<file path="src/rtl/fb_access_arbiter_if.sv">
`default_nettype none
// ============================================================================
// Module   : fb_access_arbiter_if
// Desc     : Scan-out, write-port and RAM-side signal bundle of the
//            frame-buffer access arbiter.
// Revision : 1.0 - initial release
// ============================================================================
interface fb_access_arbiter_if #(
    parameter int ADDR_W     = 16,
    parameter int FIFO_DEPTH = 4
);
    localparam int c_lvl_w = $clog2(FIFO_DEPTH) + 1;

    logic                pix_en;
    logic [9:0]          addrh;
    logic [8:0]          addrv;
    logic [7:0]          colour_in;
    logic                wr_valid;
    logic                wr_ready;
    logic [ADDR_W-1:0]   wr_addr;
    logic [7:0]          wr_data;
    logic                wr_drop;
    logic [ADDR_W-1:0]   ram_addr;
    logic                ram_we;
    logic [7:0]          ram_wdata;
    logic [7:0]          ram_rdata;
    logic [c_lvl_w-1:0]  fifo_level;

    // master: VGA timing, write source and RAM; slave: the arbiter
    modport master (
        output pix_en, addrh, addrv, wr_valid, wr_addr, wr_data, ram_rdata,
        input  colour_in, wr_ready, wr_drop, ram_addr, ram_we, ram_wdata, fifo_level
    );

    modport slave (
        input  pix_en, addrh, addrv, wr_valid, wr_addr, wr_data, ram_rdata,
        output colour_in, wr_ready, wr_drop, ram_addr, ram_we, ram_wdata, fifo_level
    );
endinterface
`default_nettype wire

</file>
<file path="src/rtl/fb_access_arbiter.sv">
`default_nettype none
// ============================================================================
// Module   : fb_access_arbiter
// Desc     : Shares a single-port pixel RAM between VGA scan-out reads and a
//            FIFO-buffered write port. Optional macro FB_STARVE_GUARD_EN adds a
//            write-starvation guard that steals a display slot.
// Revision : 1.0 - initial release
// ============================================================================
module fb_access_arbiter #(
    parameter int         IMG_W      = 225,
    parameter int         IMG_H      = 225,
    parameter int         ADDR_W     = 16,
    parameter int         FIFO_DEPTH = 4,
    parameter logic [7:0] BG_COLOUR  = 8'hFF,
    parameter int         STARVE_MAX = 8
) (
    input  wire logic           clk,
    input  wire logic           rst_n,
    fb_access_arbiter_if.slave  bus
);
    localparam int                 c_ptr_w = $clog2(FIFO_DEPTH);
    localparam int                 c_lvl_w = c_ptr_w + 1;
    localparam logic [c_lvl_w-1:0] c_full  = c_lvl_w'(FIFO_DEPTH);
    localparam logic [ADDR_W-1:0]  c_img_w = ADDR_W'(IMG_W);
    localparam logic [ADDR_W:0]    c_npix  = (ADDR_W + 1)'(IMG_W * IMG_H);

    // What the read pipe delivers to the colour register three cycles later
    typedef enum logic [1:0] {
        TAG_NONE = 2'd0,
        TAG_RAM  = 2'd1,
        TAG_BG   = 2'd2,
        TAG_HOLD = 2'd3
    } tag_t;

    logic [ADDR_W-1:0]  r_fifo_addr [FIFO_DEPTH];
    logic [7:0]         r_fifo_data [FIFO_DEPTH];
    logic [c_ptr_w-1:0] r_wr_ptr;
    logic [c_ptr_w-1:0] r_rd_ptr;
    logic [c_lvl_w-1:0] r_level;
    logic               r_run;
    tag_t               r_tag1;
    tag_t               r_tag2;
    tag_t               w_tag;
    logic [7:0]         r_colour;
    logic [7:0]         r_ram_wdata;
    logic [ADDR_W-1:0]  r_ram_addr;
    logic               r_ram_we;
    logic               r_drop;

    logic               w_in_win;
    logic               w_disp_req;
    logic               w_force;
    logic               w_disp;
    logic               w_pop;
    logic               w_push;
    logic               w_empty;
    logic               w_full;
    logic               w_ready;
    logic               w_head_oor;
    logic [ADDR_W-1:0]  w_idx;
    logic [ADDR_W-1:0]  w_head_addr;

    assign w_in_win    = (bus.addrh < 10'(IMG_W)) && (bus.addrv < 9'(IMG_H));
    assign w_idx       = ADDR_W'(bus.addrv) * c_img_w + ADDR_W'(bus.addrh);
    assign w_empty     = (r_level == '0);
    assign w_full      = (r_level == c_full);
    // Ready comes from the level register only, so a full FIFO never falls through
    assign w_ready     = r_run && !w_full;
    assign w_push      = bus.wr_valid && w_ready;
    assign w_disp_req  = bus.pix_en && w_in_win;
    assign w_disp      = w_disp_req && !w_force;
    assign w_pop       = !w_disp && !w_empty;
    assign w_head_addr = r_fifo_addr[r_rd_ptr];
    assign w_head_oor  = ({1'b0, w_head_addr} >= c_npix);

`ifdef FB_STARVE_GUARD_EN
    localparam int                 c_stv_w   = $clog2(STARVE_MAX + 1);
    localparam logic [c_stv_w-1:0] c_stv_max = c_stv_w'(STARVE_MAX);

    logic [c_stv_w-1:0] r_starve;

    assign w_force = w_disp_req && !w_empty && (r_starve >= c_stv_max);

    always_ff @(posedge clk or negedge rst_n) begin
        if (!rst_n) begin
            r_starve <= '0;
        end else if (w_pop) begin
            r_starve <= '0;
        end else if (w_full && w_disp && (r_starve != c_stv_max)) begin
            r_starve <= r_starve + c_stv_w'(1);
        end
    end
`else
    assign w_force = 1'b0;
`endif

    always_comb begin
        w_tag = TAG_NONE;
        if (bus.pix_en) begin
            if (w_force) begin
                w_tag = TAG_HOLD;
            end else if (w_in_win) begin
                w_tag = TAG_RAM;
            end else begin
                w_tag = TAG_BG;
            end
        end
    end

    always_ff @(posedge clk) begin
        if (w_push) begin
            r_fifo_addr[r_wr_ptr] <= bus.wr_addr;
            r_fifo_data[r_wr_ptr] <= bus.wr_data;
        end
    end

    always_ff @(posedge clk or negedge rst_n) begin
        if (!rst_n) begin
            r_run    <= 1'b0;
            r_wr_ptr <= '0;
            r_rd_ptr <= '0;
            r_level  <= '0;
        end else begin
            r_run <= 1'b1;
            if (w_push) begin
                r_wr_ptr <= r_wr_ptr + c_ptr_w'(1);
            end
            if (w_pop) begin
                r_rd_ptr <= r_rd_ptr + c_ptr_w'(1);
            end
            case ({w_push, w_pop})
                2'b10:   r_level <= r_level + c_lvl_w'(1);
                2'b01:   r_level <= r_level - c_lvl_w'(1);
                default: r_level <= r_level;
            endcase
        end
    end

    always_ff @(posedge clk or negedge rst_n) begin
        if (!rst_n) begin
            r_ram_addr  <= '0;
            r_ram_we    <= 1'b0;
            r_ram_wdata <= '0;
            r_drop      <= 1'b0;
        end else begin
            r_ram_we <= 1'b0;
            r_drop   <= 1'b0;
            if (w_disp) begin
                r_ram_addr <= w_idx;
            end else if (w_pop) begin
                // Out-of-range entries are consumed without touching the RAM
                if (w_head_oor) begin
                    r_drop <= 1'b1;
                end else begin
                    r_ram_addr  <= w_head_addr;
                    r_ram_wdata <= r_fifo_data[r_rd_ptr];
                    r_ram_we    <= 1'b1;
                end
            end
        end
    end

    always_ff @(posedge clk or negedge rst_n) begin
        if (!rst_n) begin
            r_tag1   <= TAG_NONE;
            r_tag2   <= TAG_NONE;
            r_colour <= '0;
        end else begin
            r_tag1 <= w_tag;
            r_tag2 <= r_tag1;
            case (r_tag2)
                TAG_RAM: r_colour <= bus.ram_rdata;
                TAG_BG:  r_colour <= BG_COLOUR;
                default: r_colour <= r_colour;
            endcase
        end
    end

    assign bus.colour_in  = r_colour;
    assign bus.wr_ready   = w_ready;
    assign bus.wr_drop    = r_drop;
    assign bus.ram_addr   = r_ram_addr;
    assign bus.ram_we     = r_ram_we;
    assign bus.ram_wdata  = r_ram_wdata;
    assign bus.fifo_level = r_level;

endmodule
`default_nettype wire

</file>
<file path="src/flat_wrapper.sv">
// flat-port wrapper written by rule: the top's interface ports become plain ports
module fb_access_arbiter_flat 
#(
    parameter int         IMG_W      = 225,
    parameter int         IMG_H      = 225,
    parameter int         ADDR_W     = 16,
    parameter int         FIFO_DEPTH = 4,
    parameter logic [7:0] BG_COLOUR  = 8'hFF,
    parameter int         STARVE_MAX = 8
)
  (clk, rst_n, bus_pix_en, bus_addrh, bus_addrv, bus_wr_valid, bus_wr_addr, bus_wr_data, bus_ram_rdata, bus_colour_in, bus_wr_ready, bus_wr_drop, bus_ram_addr, bus_ram_we, bus_ram_wdata, bus_fifo_level);
  fb_access_arbiter_if #(.ADDR_W(ADDR_W), .FIFO_DEPTH(FIFO_DEPTH)) bus_i ();
  input  wire logic clk;
  input  wire logic rst_n;
  input wire logic [$bits(bus_i.pix_en)-1:0] bus_pix_en;
  input wire logic [$bits(bus_i.addrh)-1:0] bus_addrh;
  input wire logic [$bits(bus_i.addrv)-1:0] bus_addrv;
  input wire logic [$bits(bus_i.wr_valid)-1:0] bus_wr_valid;
  input wire logic [$bits(bus_i.wr_addr)-1:0] bus_wr_addr;
  input wire logic [$bits(bus_i.wr_data)-1:0] bus_wr_data;
  input wire logic [$bits(bus_i.ram_rdata)-1:0] bus_ram_rdata;
  output wire logic [$bits(bus_i.colour_in)-1:0] bus_colour_in;
  output wire logic [$bits(bus_i.wr_ready)-1:0] bus_wr_ready;
  output wire logic [$bits(bus_i.wr_drop)-1:0] bus_wr_drop;
  output wire logic [$bits(bus_i.ram_addr)-1:0] bus_ram_addr;
  output wire logic [$bits(bus_i.ram_we)-1:0] bus_ram_we;
  output wire logic [$bits(bus_i.ram_wdata)-1:0] bus_ram_wdata;
  output wire logic [$bits(bus_i.fifo_level)-1:0] bus_fifo_level;
  assign bus_i.pix_en = bus_pix_en;
  assign bus_i.addrh = bus_addrh;
  assign bus_i.addrv = bus_addrv;
  assign bus_i.wr_valid = bus_wr_valid;
  assign bus_i.wr_addr = bus_wr_addr;
  assign bus_i.wr_data = bus_wr_data;
  assign bus_i.ram_rdata = bus_ram_rdata;
  assign bus_colour_in = bus_i.colour_in;
  assign bus_wr_ready = bus_i.wr_ready;
  assign bus_wr_drop = bus_i.wr_drop;
  assign bus_ram_addr = bus_i.ram_addr;
  assign bus_ram_we = bus_i.ram_we;
  assign bus_ram_wdata = bus_i.ram_wdata;
  assign bus_fifo_level = bus_i.fifo_level;
  fb_access_arbiter #(.IMG_W(IMG_W), .IMG_H(IMG_H), .ADDR_W(ADDR_W), .FIFO_DEPTH(FIFO_DEPTH), .BG_COLOUR(BG_COLOUR), .STARVE_MAX(STARVE_MAX)) u_core (.clk(clk), .rst_n(rst_n), .bus(bus_i));
endmodule
</file>
<file path="config.mk">
export PLATFORM = sky130hd
export DESIGN_NAME = fb_access_arbiter_flat
export DESIGN_NICKNAME = d
export VERILOG_FILES = /design/src/rtl/fb_access_arbiter_if.sv /design/src/rtl/fb_access_arbiter.sv /design/src/flat_wrapper.sv
export SDC_FILE = /design/constraint.sdc
export NUM_CORES = 1
export LEC_CHECK = 0
export CORE_MARGIN = 1.5
export CORE_UTILIZATION = 56
export DETAILED_ROUTE_END_ITERATION = 8
export PLACE_DENSITY = 0.81
export SKIP_LAST_GASP = 1
export SYNTH_ARGS = -nofsm -noshare
export SYNTH_HDL_FRONTEND = slang
export SYNTH_SLANG_ARGS = --single-unit
</file>
<file path="constraint.sdc">
create_clock -name clk -period 3.2 [get_ports clk]
set_clock_uncertainty 0.1 [all_clocks]
set_input_delay 0.48 -clock clk [delete_from_list [all_inputs] [get_ports clk]]
set_output_delay 0.48 -clock clk [all_outputs]
set_load 0.005 [all_outputs]
</file>
==> out/metrics.yaml <==
status: "complete, but fails checks"
violations: "negative setup slack"
drive_gt1_share_pct: 25.0
relSlewSlack_pct: 27.7
synth-async-reset-ratio_pct: 32.4
place.gp.congestion: 0.907
yosysUniqueCellTypes: 59
dpl.hpwl_mm: 10.5
vias: 4556
rsz0062_at_grt: "true"
syn2layout_area_growth_pct: 31.9
die_h_um: 117
synthMuxAreaShare_pct: 12.2
r2r_slack_ns: 0.09
wire_per_inst_um: 18.9
die_x_um: 117
synth_edf_count: 96
synth_fp_nets: 625
cp.arrival_ns: 4.02
rows: 41
path_max_fanout: 3
synth_top_family_by_area: "adder cells"
period_minus_slack_ns: 3.83
synth-xor-area-share_pct: 2.40
drtIter0Drc: 209
p_leak_nw: 4.01
grt_pass1_wl_mm: 23.9
grt_pass1_vias: 4975
antenna_left: 0
tritoncts: "done"
io_pins: 93
end_kind: "flip-flop"
critical_path.most_common_cell: "fa_1"
synthSimpleGateAreaFrac_pct: 5.34
layout_common_cells: "edfxtp_1 (96), clkdlybuf4s50_1 (83), ha_1 (58)"
n_antenna_cell: 0
viasPerCell: 5.48
worstSetupPathType: "input port to flip-flop"
initial_core_util_pct: 57.5
fin_tns_setup_ns: -3.33
cts_sinks: 142
required_ns: 3.39
io_buffers: 92
reg2reg_depth: 8
final.setup.worst_slack_ns: -0.634
postSynthAreaPerCell_um2: 15.0
cts-htree-levels: 4
grt_overflow_total: 0
final_common_cell: "edfxtp_1"
syn_inst: 487
dieArea_um2: 13700
ys_ff_latch: 142
wl_mm: 15.7
path_clk_slew_ns: 0.06
clk_path_buf_depth: 2
rr_startpoint: "u_core.r_rd_ptr[0]$_DFFE_PN0P_"
cts_buffers: 17
antenna_found_initial: 0
synth-compound-area-share_pct: 4.89
slowest_delay_ns: 0.54
worstPathCellList: "buf_8 -> clkinvlp_4 -> buf_4 -> fa_1 -> inv_2 -> ha_4 -> fa_1 -> inv_1 -> fa_1 -> inv_2 -> ha_4 -> nor2_1 -> nor3b_4 -> a22oi_2 -> a211o_1 -> xnor2_1 -> mux2_2"
report.final.slew_viol_count: 0
fmax_ghz: 0.261
clockRootBuffer: "clkbuf_16"
worstHoldPathType: "input port to async pin"
clock_latency_ns: 0.41
worst_setup_path_start_kind: "input port"
hold_viol: 0
ys_seq_area_share_pct: 55.3
setup_viol: 7
groute.usage.overall_pct: 23.8
critical-path-top-delay-family: "adder cells"
vdd_ir_drop_max_mv: 0.496
reg2reg_to: "u_core.bus.ram_addr[12]$_DFFE_PN0P_"
critPathBufInv: 6
tightest_slew_ns: 1.08
synth_fa_ha_area_share_pct: 16.0
cap_violations: 0
synth_top_flop_cell: "edfxtp_1"
ys_warn_count: 0
core_area_um2: 12700
drc: 0
drt_first_pass_iters: 4
syn_area_um2: 7290
period_share_pct: 120
nets: 785
fin_util_pct: 75.9
slowest_stage: "fa_1"
power_density_nw_per_um2: 845
grt_max_degree: 47
worst max path at each step:
stage | cells after the start | start | end
3_3_place_gp | 16 | bus_addrv[2] | u_core.bus.ram_addr[15]$_DFFE_PN0P_
4_1_cts | 16 | bus_addrv[2] | u_core.bus.ram_addr[14]$_DFFE_PN0P_
3_5_place_dp | 16 | bus_addrv[2] | u_core.bus.ram_addr[15]$_DFFE_PN0P_
6_report | 17 | bus_addrv[2] | u_core.bus.ram_addr[15]$_DFFE_PN0P_
5_1_grt | 17 | bus_addrv[2] | u_core.bus.ram_addr[15]$_DFFE_PN0P_
2_1_floorplan | 15 | bus_addrv[2] | u_core.bus.ram_addr[15]$_DFFE_PN0P_
through the flow:
stage               hold WS (ns)  instances  setup WS (ns)  power (mW)  instance area [µm²]
floorplan                 0.0844        487         -0.668        4.66                 7350
global placement           0.245        792          -1.37        5.77                 8800
detailed placement         0.248        792          -1.43        5.89                 8800
CTS                        0.200        827         -0.586        7.98                 9460
global route               0.254        832         -0.742        8.53                 9620
finish                     0.171        832         -0.634        8.13                 9620
layout make-up:
| type | count | area, µm² |
|---|---|---|
| clock buffer | 19 | 443 |
| clock inverter | 13 | 163 |
| tap | 172 | 215 |
| timing repair buffer | 153 | 1410 |
| sequential | 142 | 4030 |
| fill | 757 | 3060 |
| multi-input combinational | 287 | 3170 |
| inverter | 46 | 176 |
sequential cells by signal, summed over array words and instances (netlist names):
signal and count:
u_core.r_fifo_addr 64, u_core.r_fifo_data 32, u_core.bus.ram_addr 16, u_core.bus.colour_in 8
u_core.bus.ram_wdata 8, u_core.bus.fifo_level 3, u_core.r_rd_ptr 2, u_core.r_tag1 2
u_core.r_tag2 2, u_core.r_wr_ptr 2, u_core.bus.ram_we 1, u_core.bus.wr_drop 1
u_core.r_run 1
cell families after synthesis:
kind of cell,after synthesis
AOI/OAI and AO/OA,56
xor gates and xnor gates,20
adders and majority gates,83
buffers and inverters,58
DFF,142
muxes,50
other,1
and+or+nand+nor,77
where the power goes:
group          total (mW)  leakage [nW]  switching (mW)  internal, mW
sequential           2.57          1.41           0.216          2.36
combinational        3.57          2.30            1.63          1.94
clock                1.98         0.291           0.735          1.25
timing repair:
action,CTS,global route
resized for setup,28,25
hold endpoints to repair,0,0
buffers inserted,3,5
hold buffers,0,0
pin swaps,15,28
setup endpoints to repair,17,9
cell usage after synthesis (3+ instances only):
cell type  number  area, µm²
mux2_4          9        135
dfrtp_1        46       1150
mux2i_1        14        140
nand2_1        23       86.3
a21oi_1        10       50.1
o21ai_0        16       80.1
fa_1           17        340
o21bai_1        4       30.0
mux4_2         14        315
clkbuf_1        5       18.8
xor2_1          8       70.1
mux4_1         10        263
and3_1          6       37.5
inv_1          46        173
o21ai_1         7       35.0
a31oi_1         3       18.8
nor2_1         22       82.6
nor3_1          7       35.0
edfxtp_1       96       2880
ha_1           66        826
xnor2_1        12        105
per-layer routing:
metal  share of wire [%]  vias to the layer above  track usage [%]
met2                  53                      146             42.4
met5                   0                        -                0
met1                  40                     2252             27.9
li1                    -                     2118                -
met4                 3.1                        0             11.4
met3                 4.5                       40             4.53
worst register-to-register path, stage by stage, from the launching register on:
cell,delay (ns)
dfrtp_1,0.37
buf_12,0.18
mux4_2,0.54
or4_4,0.57
buf_4,0.15
o2111ai_2,0.17
o211a_2,0.49
mux2i_1,0.30
mux2i_1,0.11
Power figures use the tool's default switching activity.
